<file path="src/rtl/wb_pkg.sv">
// wb_pkg: shared widths, FSM states and request record for the Wishbone pipelined master
package wb_pkg;
    localparam int AW_DEF = 16;
    localparam int DW_DEF = 16;
    typedef enum logic [1:0] {IDLE, ACTIVE, ABORT} state_t;
    typedef struct packed {
        logic              we;
        logic [AW_DEF-1:0] adr;
        logic [DW_DEF-1:0] dat;
    } req_t;
endpackage

</file>
<file path="src/rtl/wb_credit_cnt.sv">
// wb_credit_cnt: outstanding-transfer counter; saturates at MAX, nets simultaneous issue/ack, ignores spurious acks
module wb_credit_cnt #(
    parameter int MAX = 4,
    parameter int W   = $clog2(MAX + 1)
) (
    input  logic         clk,
    input  logic         reset_n,
    input  logic         clr,
    input  logic         inc,
    input  logic         dec,
    output logic [W-1:0] cnt,
    output logic [W-1:0] cnt_n
);
    logic inc_ok, dec_ok;
    assign inc_ok = inc && cnt < W'(MAX);
    // an ack is only meaningful against something already out or issuing now
    assign dec_ok = dec && (cnt != '0 || inc_ok);
    always_comb begin
        cnt_n = clr ? '0 : (inc_ok == dec_ok) ? cnt : inc_ok ? cnt + W'(1) : cnt - W'(1);
    end
    always_ff @(posedge clk or negedge reset_n) begin
        if (!reset_n) cnt <= '0;
        else          cnt <= cnt_n;
    end
endmodule

</file>
<file path="src/rtl/wb_pipe_master.sv">
// wb_pipe_master: bridges the core request/response port onto pipelined Wishbone B4 as sole master,
// tracking outstanding transfers and aborting a hung cycle after TIMEOUT ack-less cycles.
module wb_pipe_master import wb_pkg::*; #(
    parameter int AW      = AW_DEF,
    parameter int DW      = DW_DEF,
    parameter int MAX_OUT = 4,
    parameter int TIMEOUT = 255
) (
    input  logic          clk,
    input  logic          reset_n,
    input  logic          req_valid,
    output logic          req_ready,
    input  logic          req_we,
    input  logic [AW-1:0] req_adr,
    input  logic [DW-1:0] req_dat,
    output logic          rsp_valid,
    output logic [DW-1:0] rsp_dat,
    output logic          rsp_err,
    output logic          wb_cyc,
    output logic          wb_stb,
    output logic          wb_we,
    output logic [AW-1:0] wb_adr,
    output logic [DW-1:0] wb_dat_m,
    input  logic [DW-1:0] wb_dat_s,
    input  logic          wb_stall,
    input  logic          wb_ack,
    output logic          busy
);
    localparam int CW = $clog2(MAX_OUT + 1);
    localparam int TW = $clog2(TIMEOUT + 1);

    state_t        state, state_n;
    logic [CW-1:0] out_cnt, out_cnt_n;
    logic [TW-1:0] to_cnt, to_cnt_n;
    logic [CW:0]   credit;
    logic          stb_n, issue, accept, ack_ok, to_hit;

    assign issue     = wb_stb && !wb_stall;
    assign credit    = {1'b0, out_cnt} + (CW+1)'(wb_stb);
    // held low during reset so every output reads zero while reset_n is asserted
    assign req_ready = reset_n && (!wb_stb || !wb_stall) && credit < (CW+1)'(MAX_OUT) && state != ABORT;
    assign accept    = req_valid && req_ready;
    assign ack_ok    = wb_ack && state == ACTIVE && (out_cnt != '0 || issue);
    assign to_hit    = state == ACTIVE && !wb_ack && !issue && to_cnt == TW'(TIMEOUT - 1);
    assign busy      = wb_cyc || wb_stb || state != IDLE;

    wb_credit_cnt #(.MAX(MAX_OUT), .W(CW)) u_credit (
        .clk    (clk),
        .reset_n(reset_n),
        .clr    (to_hit),
        .inc    (issue),
        .dec    (ack_ok),
        .cnt    (out_cnt),
        .cnt_n  (out_cnt_n)
    );

    always_comb begin
        stb_n    = to_hit ? 1'b0 : accept ? 1'b1 : issue ? 1'b0 : wb_stb;
        to_cnt_n = (state != ACTIVE || wb_ack || issue) ? '0 : to_cnt + TW'(1);
        state_n  = (state == ABORT) ? IDLE :
                   to_hit           ? ABORT :
                   (state == IDLE)  ? (accept ? ACTIVE : IDLE) :
                   (out_cnt_n == '0 && !stb_n) ? IDLE : ACTIVE;
    end

    always_ff @(posedge clk or negedge reset_n) begin
        if (!reset_n) begin
            state     <= IDLE;
            wb_stb    <= 1'b0;
            wb_cyc    <= 1'b0;
            wb_we     <= 1'b0;
            wb_adr    <= '0;
            wb_dat_m  <= '0;
            to_cnt    <= '0;
            rsp_valid <= 1'b0;
            rsp_err   <= 1'b0;
            rsp_dat   <= '0;
        end else begin
            state     <= state_n;
            wb_stb    <= stb_n;
            wb_cyc    <= stb_n || out_cnt_n != '0;
            to_cnt    <= to_cnt_n;
            rsp_valid <= ack_ok || to_hit;
            rsp_err   <= to_hit;
            if (accept) begin
                wb_we    <= req_we;
                wb_adr   <= req_adr;
                wb_dat_m <= req_dat;
            end
            if (ack_ok) rsp_dat <= wb_dat_s;
        end
    end
endmodule

</file>
<file path="config.mk">
export PLATFORM = sky130hd
export DESIGN_NAME = wb_pipe_master
export DESIGN_NICKNAME = d
export VERILOG_FILES = /design/src/rtl/wb_pkg.sv /design/src/rtl/wb_credit_cnt.sv /design/src/rtl/wb_pipe_master.sv
export SDC_FILE = /design/constraint.sdc
export NUM_CORES = 1
export LEC_CHECK = 0
export ABC_AREA = 1
export BUFFER_PORTS_ARGS = -buffer_cell sky130_fd_sc_hd__buf_2
export CORE_UTILIZATION = 35
export CTS_CLUSTER_SIZE = 25
export DETAILED_ROUTE_END_ITERATION = 10
export PLACE_DENSITY_LB_ADDON = 0.3
export SLEW_MARGIN = 30
export SYNTH_ARGS = -nofsm -noshare
export SYNTH_HDL_FRONTEND = slang
export SYNTH_SLANG_ARGS = --single-unit
</file>
<file path="constraint.sdc">
create_clock -name clk -period 2.1 [get_ports clk]
set_clock_uncertainty 0.05 [all_clocks]
set_input_delay 0.105 -clock clk [delete_from_list [all_inputs] [get_ports clk]]
set_output_delay 0.105 -clock clk [all_outputs]
set_load 0.01 [all_outputs]
</file>
==> run metrics, run 1 <==
DR DRC count=0; first-pass iteration count of the detailed router=4; flop and latch count out of synthesis=66; Max VDD drop=between 0.0003 and 0.0004 V; vias in the first global route=2212; DR WL/cell=approximately 13 µm; # setup viols final=0; total power=approximately 0.0024 W; FMAX=between 500 and 600 MHz; CP Data Required Time=about 2.3 ns; Root Driver=clkbuf_8; fin cells=between 400 and 500; RSZ-0062 raised after global routing=false; synthesized cell area=0.00285 mm²; fin util=between 50% and 60%; Seq/Total Area, Yosys=57.9%; slowest stage cell, crit path=dfrtp_1; Inserted Clock Buffers=9; # diodes=0; Die Span Y=around 90 µm; startpoint types=flop; Slew HR=between 40% and 50%; Max Cap Violations=0; DR vias/cell=4.35; via count=about 2.1k; first-pass GRT wire length=10400 µm; gr usage total=about 16%; grt total ovfl=0; CP dominant cell by count=nand2_1; Max Buffers Root-to-Sink=2; Crit Path Class=reg2reg; Crit path buffers/inverters=2; DP Wirelength=3990 µm; worst hold endpoint=to_cnt[3]; clock sinks=66; main combinational cell family by area after synthesis=multiplexers; proportion of layout cells with a drive suffix above 1=between 40% and 50%; core area=between 0.007 and 0.008 mm²; yosys synthesis warning count=0; syn avg cell area=approximately 13 µm²; Compound-Gate Fraction of Synth Area=between 2 and 2.5%; # fillers=between 600 and 700; most frequent cells in the layout=buf_2, dfrtp_1, dlygate4sd3_1; Hold Vio Cnt, Final=0; Top delay family on crit path=simple AND/OR/NAND/NOR gates; cells on worst reg2reg path=11; crit-path max FO=6; Critical R2R Launch=wb_stb; period utilization=between 80% and 90%; Top Ports=109; final standard cell area without fillers=0.00420 mm²; commonest non-fill, non-tap cell in the layout=buf_2; minimum clock period=about 1.8 ns; dpl cells=427; worst-path cell chain=nand3_1 -> inv_1 -> fa_1 -> inv_1 -> nand2_1 -> nand2_1 -> nand2_1 -> nand3_2 -> nand2_1 -> nor2_2 -> a21oi_1; area of the die=between 0.008 and 0.009 mm²; Syn-to-layout area delta=47.1%; Clock Pin Slew Worst Setup and Hold Paths=around 0.07 ns; Leakage=2.37 nW; Worst Path Arrival=about 1.9 ns; Slew Viols, Final=0; Synth cell types=20; CTS tree=built; post-synthesis cell count=217; WL final=slightly above 6000 µm; Synth Area in XOR/XNOR=0%; Power Dens Cells=574 mW/mm²; Port Buffer Count=between 100 and 150; Worst R2R Setup Slack=between 0.3 and 0.4 ns; htree depth=3; Hold Crit Start=wb_ack; CP peak stage delay=approximately 0.44 ns; final net count=443; Post-Synth Adder-Cell Area=between 1.5 and 2%; initial antenna violation count=0; mux cell area share after synthesis=between 20% and 30%; Initial Util=between 30 and 40%; clk_lat worst skew=between 0.3 and 0.4 ns; Detail Route Antenna Nets=0; site row count=32; DIE WIDTH=around 92 µm; largest net degree at the start of global routing=67; setup TNS=0 ns; crit end category=flop; starting DRC count in detailed routing=95; r2r endpoint=state[0]; Final GP Congestion=0.812; DP Area=0.00352 mm²; hold path cells=4; Syn Nets=274; Synth Area in Simple Gates=a little over a tenth; status=finished clean; Tightest Hold Check Type=in2reg; worst-margin pin slew=roughly 0.82 ns
==> tightest hold or removal path: stages <==
cell     delay [ns]
buf_2          0.13
nor3_4         0.07
o21ai_0        0.07
a21oi_1        0.04
==> layer usage <==
| layer | vias to the layer above | GRT usage (%) | wire length [µm] | part of all wire [%] |
|---|---|---|---|---|
| met2 | 77 | 25.5 | 2950 | 47 |
| met5 | - | 0 | 0 | 0 |
| met1 | 1011 | 19.7 | 2770 | 45 |
| met3 | 6 | 5.34 | 435 | 7.0 |
| li1 | 1051 | - | - | - |
| met4 | 0 | 4.69 | 60 | 0.96 |
==> final cells by class <==
class | instances | area (µm²) | share of cell area [%]
clock buffer | 10 | 138 | 3.28
multi-input combinational | 122 | 1060 | 25.3
timing repair buffer | 162 | 1080 | 25.8
clock inverter | 6 | 41.3 | 0.983
tap | 102 | 128 | 3.04
sequential | 66 | 1650 | 39.3
inverter | 25 | 93.8 | 2.23
==> sequential cells by signal, summed over array words and instances, names as in the netlist <==
name          cells
rsp_dat          16
wb_adr           16
wb_dat_m         16
to_cnt            8
u_credit.cnt      3
state             2
rsp_err           1
rsp_valid         1
wb_cyc            1
wb_stb            1
wb_we             1
==> stage by stage <==
stage	hold WS, ns	setup WS (ns)
after floorplan	-0.241	0.470
after global placement	0.285	0.445
after detailed placement	0.290	0.354
after CTS	0.0442	0.340
after global routing	0.0716	0.177
final	0.0679	0.337
==> logic make-up (layout without fill, tap and decap cells) <==
kind of cell,after synthesis,count (layout)
muxes,49,49
DFF,66,66
adders and majority gates,3,3
buffers and inverters,29,203
and+or+nand+nor,59,59
AOI/OAI and AO/OA,11,11
==> synth_stat cells (all sizes together) <==
| cell type | number | area [µm²] |
|---|---|---|
| buf | 4 | 45.0 |
| nor3 | 6 | 41.3 |
| nand2 | 24 | 97.6 |
| fa | 1 | 20.0 |
| mux2 | 49 | 661 |
| dfrtp | 66 | 1650 |
| a21oi | 6 | 30.0 |
| inv | 25 | 93.8 |
| nand3 | 17 | 95.1 |
| ha | 2 | 25.0 |
| o21ai | 5 | 28.8 |
| nor2 | 12 | 65.1 |
==> power by group <==
part,switching [W],internal (W)
registers,0.00000569,0.00128
clock network,0.000483,0.000459
logic,0.0000659,0.000114
==> how the worst max path moves through the flow <==
| stage | from | to | slack, ns | depth (start not counted) |
|---|---|---|---|---|
| detailed placement | wb_stb | state[0] | 0.35 | 11 |
| finish | wb_stb | state[0] | 0.34 | 11 |
| global route | wb_stb | state[0] | 0.18 | 11 |
| global placement | wb_stb | state[0] | 0.45 | 11 |
| CTS | wb_stb | state[0] | 0.34 | 11 |
| floorplan | wb_stb | state[0] | 0.47 | 11 |
==> what timing repair did <==
item,CTS,global route
endpoints found under the hold margin,115,0
hold buffers,50,0
resized for setup,0,0
buffers inserted,0,0
(Power assumes the default switching activity.)
==> run 2, diff against run 1 <==
==> constraint.sdc (replaced) <==
create_clock -name clk -period 1.6 [get_ports clk]
set_clock_uncertainty 0.05 [all_clocks]
set_input_delay 0.08 -clock clk [delete_from_list [all_inputs] [get_ports clk]]
set_output_delay 0.08 -clock clk [all_outputs]
set_load 0.01 [all_outputs]
==> run 2 against run 1 <==
Against the previous run: the flow now finishes with violations (negative setup slack); via count grew 4.5%; sequential power grew 31%; sequential share of layout area shrank 2.8 points; first-iteration DRC count shrank 52%; routed wire length grew 9.9%; power grew 45%; sequential cell count is the same; core utilization grew 4.1 points; clock power grew 66%; largest cell class unchanged.
==> run metrics, run 2 (synthesis results as in run 1) <==
Crit Path Class=reg2reg; site row count=32; Tightest Hold Check Type=in2reg; worst-path cell chain=nand3_2 -> inv_2 -> fa_2 -> nand2_2 -> nand3_2 -> nand2_2 -> nor2_2 -> a21oi_1; initial antenna violation count=0; status=complete, but fails checks; Final GP Congestion=approximately 0.8; Top delay family on crit path=adder cells; Detail Route Antenna Nets=0; CTS tree=built; Slew Viols, Final=0; period utilization=101%; crit-path max FO=4; Max VDD drop=between 0.0005 and 0.0006 V; # diodes=0; # fillers=650; via count=2241; multi-input logic area=around 0.0011 mm²; Power Dens Cells=a little under 800 mW/mm²; vias in the first global route=approximately 2.3k; WL final=around 6800 µm; DIE WIDTH=a little over 90 µm; clock sinks=66; most frequent cells in the layout=buf_2, dfrtp_1, dlygate4sd3_1; first-pass GRT wire length=around 11000 µm; register area=between 0.0015 and 0.002 mm²; # setup viols final=2; Worst Path Arrival=1.79 ns; DP Wirelength=a little over 4000 µm; proportion of layout cells with a drive suffix above 1=between 50% and 60%; CP peak stage delay=0.52 ns; gr usage total=approximately 17%; Largest regs=rsp_dat: 16 flops, wb_adr: 16 flops, wb_dat_m: 16 flops; CP Data Required Time=approximately 1.8 ns; Clock Pin Slew Worst Setup and Hold Paths=0.08 ns; DR DRC count=0; clk_lat worst skew=around 0.34 ns; Stages on worst setup path=8; Port Buffer Count=108; cells on worst reg2reg path=8; failing checks=negative setup slack; grt total ovfl=0; Max Cap Violations=0; Inserted Clock Buffers=9; slowest stage cell, crit path=fa_2; Place WS=-0.0536 ns; crit end category=flop; Slew HR=46.6%; Leakage=roughly 2.5 nW; commonest non-fill, non-tap cell in the layout=buf_2; Worst R2R Setup Slack=-0.02 ns; hold path cells=5; Die Span Y=between 90 and 100 µm; DR WL/cell=13.4 µm; Initial Util=36.6%; minimum clock period=approximately 1.6 ns; starting DRC count in detailed routing=46; first-pass iteration count of the detailed router=4; final net count=~460; Top Ports=~110; Crit path buffers/inverters=1; Hold Vio Cnt, Final=0; FMAX=between 600 and 700 MHz; Root Driver=clkbuf_8; Max Buffers Root-to-Sink=2; largest net degree at the start of global routing=67; PnR worst setup slack=-0.0189 ns; Syn-to-layout area delta=58.4%; Hold Worst Slack=between 0.1 and 0.15 ns; area of the die=0.00852 mm²; worst-margin pin slew=about 0.80 ns; startpoint types=flop; DR vias/cell=between 4 and 5; RSZ-0062 raised after global routing=true; htree depth=3; core area=between 0.007 and 0.008 mm²
run 2: cell types whose count changed in the layout (fill, tap and decap cells not counted), moves of 2 or more:
cell | previous run | this run
buf_12 | 1 | 3
buf_4 | 3 | 15
bufinv_16 | 0 | 2
clkbuf_16 | 0 | 2
clkinv_4 | 0 | 2
clkinvlp_4 | 3 | 0
inv_1 | 24 | 21
inv_2 | 1 | 4
nand2_1 | 23 | 16
nand2_2 | 0 | 7
nand3_1 | 15 | 9
nand3_2 | 2 | 8
run 2: metal layers:
metal | vias up | track usage [%] | share of wire, %
met5 | - | 0 | 0
met4 | 0 | 5.47 | 0.48
met3 | 6 | 5.91 | 5.6
met2 | 64 | 29.3 | 52
met1 | 1076 | 19.1 | 42
li1 | 1095 | - | -
run 2: metrics by stage:
stage                     power [W]  setup TNS (ns)  std cells  instance area (µm²)  utilization, %
after floorplan             0.00175               0        217                 2860               -
after global placement      0.00186               0        437                 3630            46.4
after detailed placement    0.00187         -0.0666        437                 3630            46.4
after CTS                   0.00356         -0.0180        507                 4430            56.7
after global routing        0.00365           -1.21        511                 4520            57.9
final                       0.00350         -0.0203        511                 4520            57.9
run 2: power by group:
part | leakage (nW) | switching, W | total (W) | internal (W)
Sequential | 0.892 | 0.00000730 | 0.00169 | 0.00168
Clock | 0.114 | 0.000681 | 0.00157 | 0.000890
Combinational | 1.52 | 0.0000867 | 0.000236 | 0.000149
Total | 2.53 | 0.000775 | 0.00350 | 0.00272
run 2: worst paths after layout:
check,startpoint,endpoint
worst min register to register,rsp_dat[7],rsp_dat[7]
worst min-delay path,wb_ack,to_cnt[3]
worst max-delay path,wb_stb,state[0]
min in group asynchronous,reset_n,wb_adr[15]
max in group asynchronous,reset_n,wb_stb
worst max register to register,wb_stb,state[0]
run 2: what timing repair did:
item | 4_1_cts | 5_1_grt
hold buffers | 50 | 0
pin swaps | 9 | 4
setup endpoints to repair | 14 | 37
resized for setup | 12 | 8
cloned | 1 | 2
buffers inserted | 3 | 2
hold endpoints to repair | 115 | 0
run 2: final cells by class:
type / count / share of cell area (%)
Clock buffer: 9 / 2.74
Multi-Input combinational cell: 122 / 24.8
Timing Repair Buffer: 180 / 28.8
Clock inverter: 7 / 2.21
Inverter: 25 / 2.08
Sequential cell: 66 / 36.6
Tap cell: 102 / 2.82
run 2: worst reg2reg max path, cell delays in order, from the launching register on:
cell and delay (ns):
dfrtp_2 0.44, nand3_2 0.08, inv_2 0.04, fa_2 0.52
nand2_2 0.05, nand3_2 0.07, nand2_2 0.06, nor2_2 0.12
a21oi_1 0.08
==> run 3, diff against run 2 <==
--- a/config.mk
+++ b/config.mk
@@ -7,7 +7,9 @@
 export LEC_CHECK = 0
 export ABC_AREA = 1
 export BUFFER_PORTS_ARGS = -buffer_cell sky130_fd_sc_hd__buf_2
-export CORE_UTILIZATION = 35
+export CELL_PAD_IN_SITES_DETAIL_PLACEMENT = 0
+export CELL_PAD_IN_SITES_GLOBAL_PLACEMENT = 1
+export CORE_UTILIZATION = 34
 export CTS_CLUSTER_SIZE = 25
 export DETAILED_ROUTE_END_ITERATION = 10
 export PLACE_DENSITY_LB_ADDON = 0.3
==> run 3 against run 2 <==
Against the previous run: largest power group unchanged; global-route usage up 0.29 points; combinational power is 5% higher; largest cell class unchanged; power up 0.43%; critical path type unchanged; core utilization down 1.1 points; clock power barely moved; routed wire length grew 3.3%; hold slack better by 0.040 ns; final cell count increased by 2.7%; the run still ends with negative setup slack left; sequential power hardly changed.
==> run metrics, run 3 (synthesis results as in run 1) <==
starting DRC count in detailed routing=between 70 and 80; startpoint types=flop; crit end category=flop; clock sinks=between 60 and 70; Detail Route Antenna Nets=0; minimum clock period=roughly 1.6 ns; DP Area=about 0.0036 mm²; site row count=33; Max Cap Violations=0; initial antenna violation count=0; clk_lat worst skew=~0.33 ns; CP peak stage delay=~0.44 ns; period utilization=103%; status=complete, but fails checks; setup TNS=-0.722 ns; Root Driver=clkbuf_8; Crit Path Class=reg2reg; Die Span Y=about 94 µm; DR WL/cell=13.4 µm; Syn-to-layout area delta=62.8%; Top Ports=approximately 110; worst-path cell chain=nand2_1 -> nand3_1 -> nor2_4 -> nand2_4 -> buf_4 -> buf_6 -> mux2_4; commonest non-fill, non-tap cell in the layout=buf_2; core area=a little over 0.008 mm²; CP Data Required Time=approximately 1.8 ns; Final GP Congestion=about 0.8; Power Dens Cells=about 760 mW/mm²; first-pass iteration count of the detailed router=4; vias in the first global route=~2.4k; # diodes=0; Slew Viols, Final=0; Tightest Hold Check Type=in2reg; most frequent cells in the layout=buf_2, dfrtp_1, dlygate4sd3_1; failing checks=negative setup slack; area of the die=about 0.0088 mm²; Slew HR=between 40 and 50%; PnR worst setup slack=-0.0416 ns; Inserted Clock Buffers=9; DR DRC count=0; # setup viols final=25; htree depth=3; proportion of layout cells with a drive suffix above 1=a little over half; slowest stage cell, crit path=dfrtp_2; worst-margin pin slew=0.811 ns; gr usage total=between 10% and 20%; Initial Util=between 30% and 40%; final standard cell area without fillers=around 0.0046 mm²; via count=~2.3k; Worst Path Arrival=around 1.8 ns; Largest regs=rsp_dat: 16 flops, wb_adr: 16 flops, wb_dat_m: 16 flops; RSZ-0062 raised after global routing=true; total power=between 0.003 and 0.004 W; crit-path max FO=7; grt total ovfl=0; Place WS=-0.0560 ns; CTS tree=built; Leakage=between 2 and 3 nW; final net count=around 470; FMAX=609 MHz; WL final=roughly 7000 µm; Hold Vio Cnt, Final=0; largest net degree at the start of global routing=between 60 and 70; Max Buffers Root-to-Sink=2; Clock Pin Slew Worst Setup and Hold Paths=around 0.070 ns; first-pass GRT wire length=11200 µm; DP Wirelength=around 4300 µm; fin util=a little under three fifths; Port Buffer Count=approximately 110; DIE WIDTH=93.6 µm; DR vias/cell=4.39; Max VDD drop=0.000426 V
## run 3: changes by cell type in the layout (fill, tap and decap cells not counted), sizes merged
cell / before / now
buf: 128 / 140
inv: 27 / 25
clkinvlp: 0 / 1
## run 3: worst paths after layout
| check | start | to | slack, ns | cells past startpoint |
|---|---|---|---|---|
| hold reg to reg | wb_adr[8] | wb_adr[8] | 0.45 | 1 |
| hold / removal | wb_ack | to_cnt[4] | 0.17 | 5 |
| max in group asynchronous | reset_n | state[0] | 0.45 | 3 |
| min in group asynchronous | reset_n | wb_dat_m[12] | 0.47 | 3 |
| setup / recovery | wb_stb | wb_adr[10] | -0.04 | 7 |
| setup reg to reg | wb_stb | wb_adr[10] | -0.04 | 7 |
## run 3: what timing repair did
action / CTS / global route
hold buffers: 50 / 0
resized for setup: 12 / 19
setup buffers: 3 / 10
pin swaps: 2 / 7
gates cloned: 2 / 1
setup endpoints to repair: 18 / 54
endpoints found under the hold margin: 115 / 0
## run 3: final cells by class
| type | instances | area, µm² |
|---|---|---|
| repair buffers | 191 | 1390 |
| fillers | 703 | 3530 |
| multi-input cells | 122 | 1150 |
| inverters | 25 | 96.3 |
| flip-flops and latches | 66 | 1650 |
| clock buffers | 10 | 138 |
| well taps | 105 | 131 |
| clock inverters | 6 | 90.1 |
## run 3: metal layers
layer  share of wire (%)  GRT usage (%)
met1                  43           20.7
met2                  49           27.1
met3                 6.0           6.59
met4                 1.8           7.05
met5                   0              0
## run 3: critical path, delay by kind of cell, from the launching register on
| family | cells | cell delay [ns] |
|---|---|---|
| mux | 1 | 0.29 |
| buf+inv | 2 | 0.29 |
| flops | 1 | 0.44 |
| simple gates | 4 | 0.45 |
## run 3: per-stage QoR
step	hold WS (ns)	std cells
finish	0.175	525
global route	0.175	525
detailed placement	0.265	444
floorplan	-0.266	217
global placement	0.260	444
CTS	0.120	515
## run 3: power by group
| group | internal [W] | switching [W] | total [W] |
|---|---|---|---|
| Combinational | 0.000156 | 0.0000906 | 0.000247 |
| Sequential | 0.00168 | 0.00000773 | 0.00169 |
| Clock | 0.000922 | 0.000653 | 0.00157 |
| Total | 0.00276 | 0.000751 | 0.00351 |
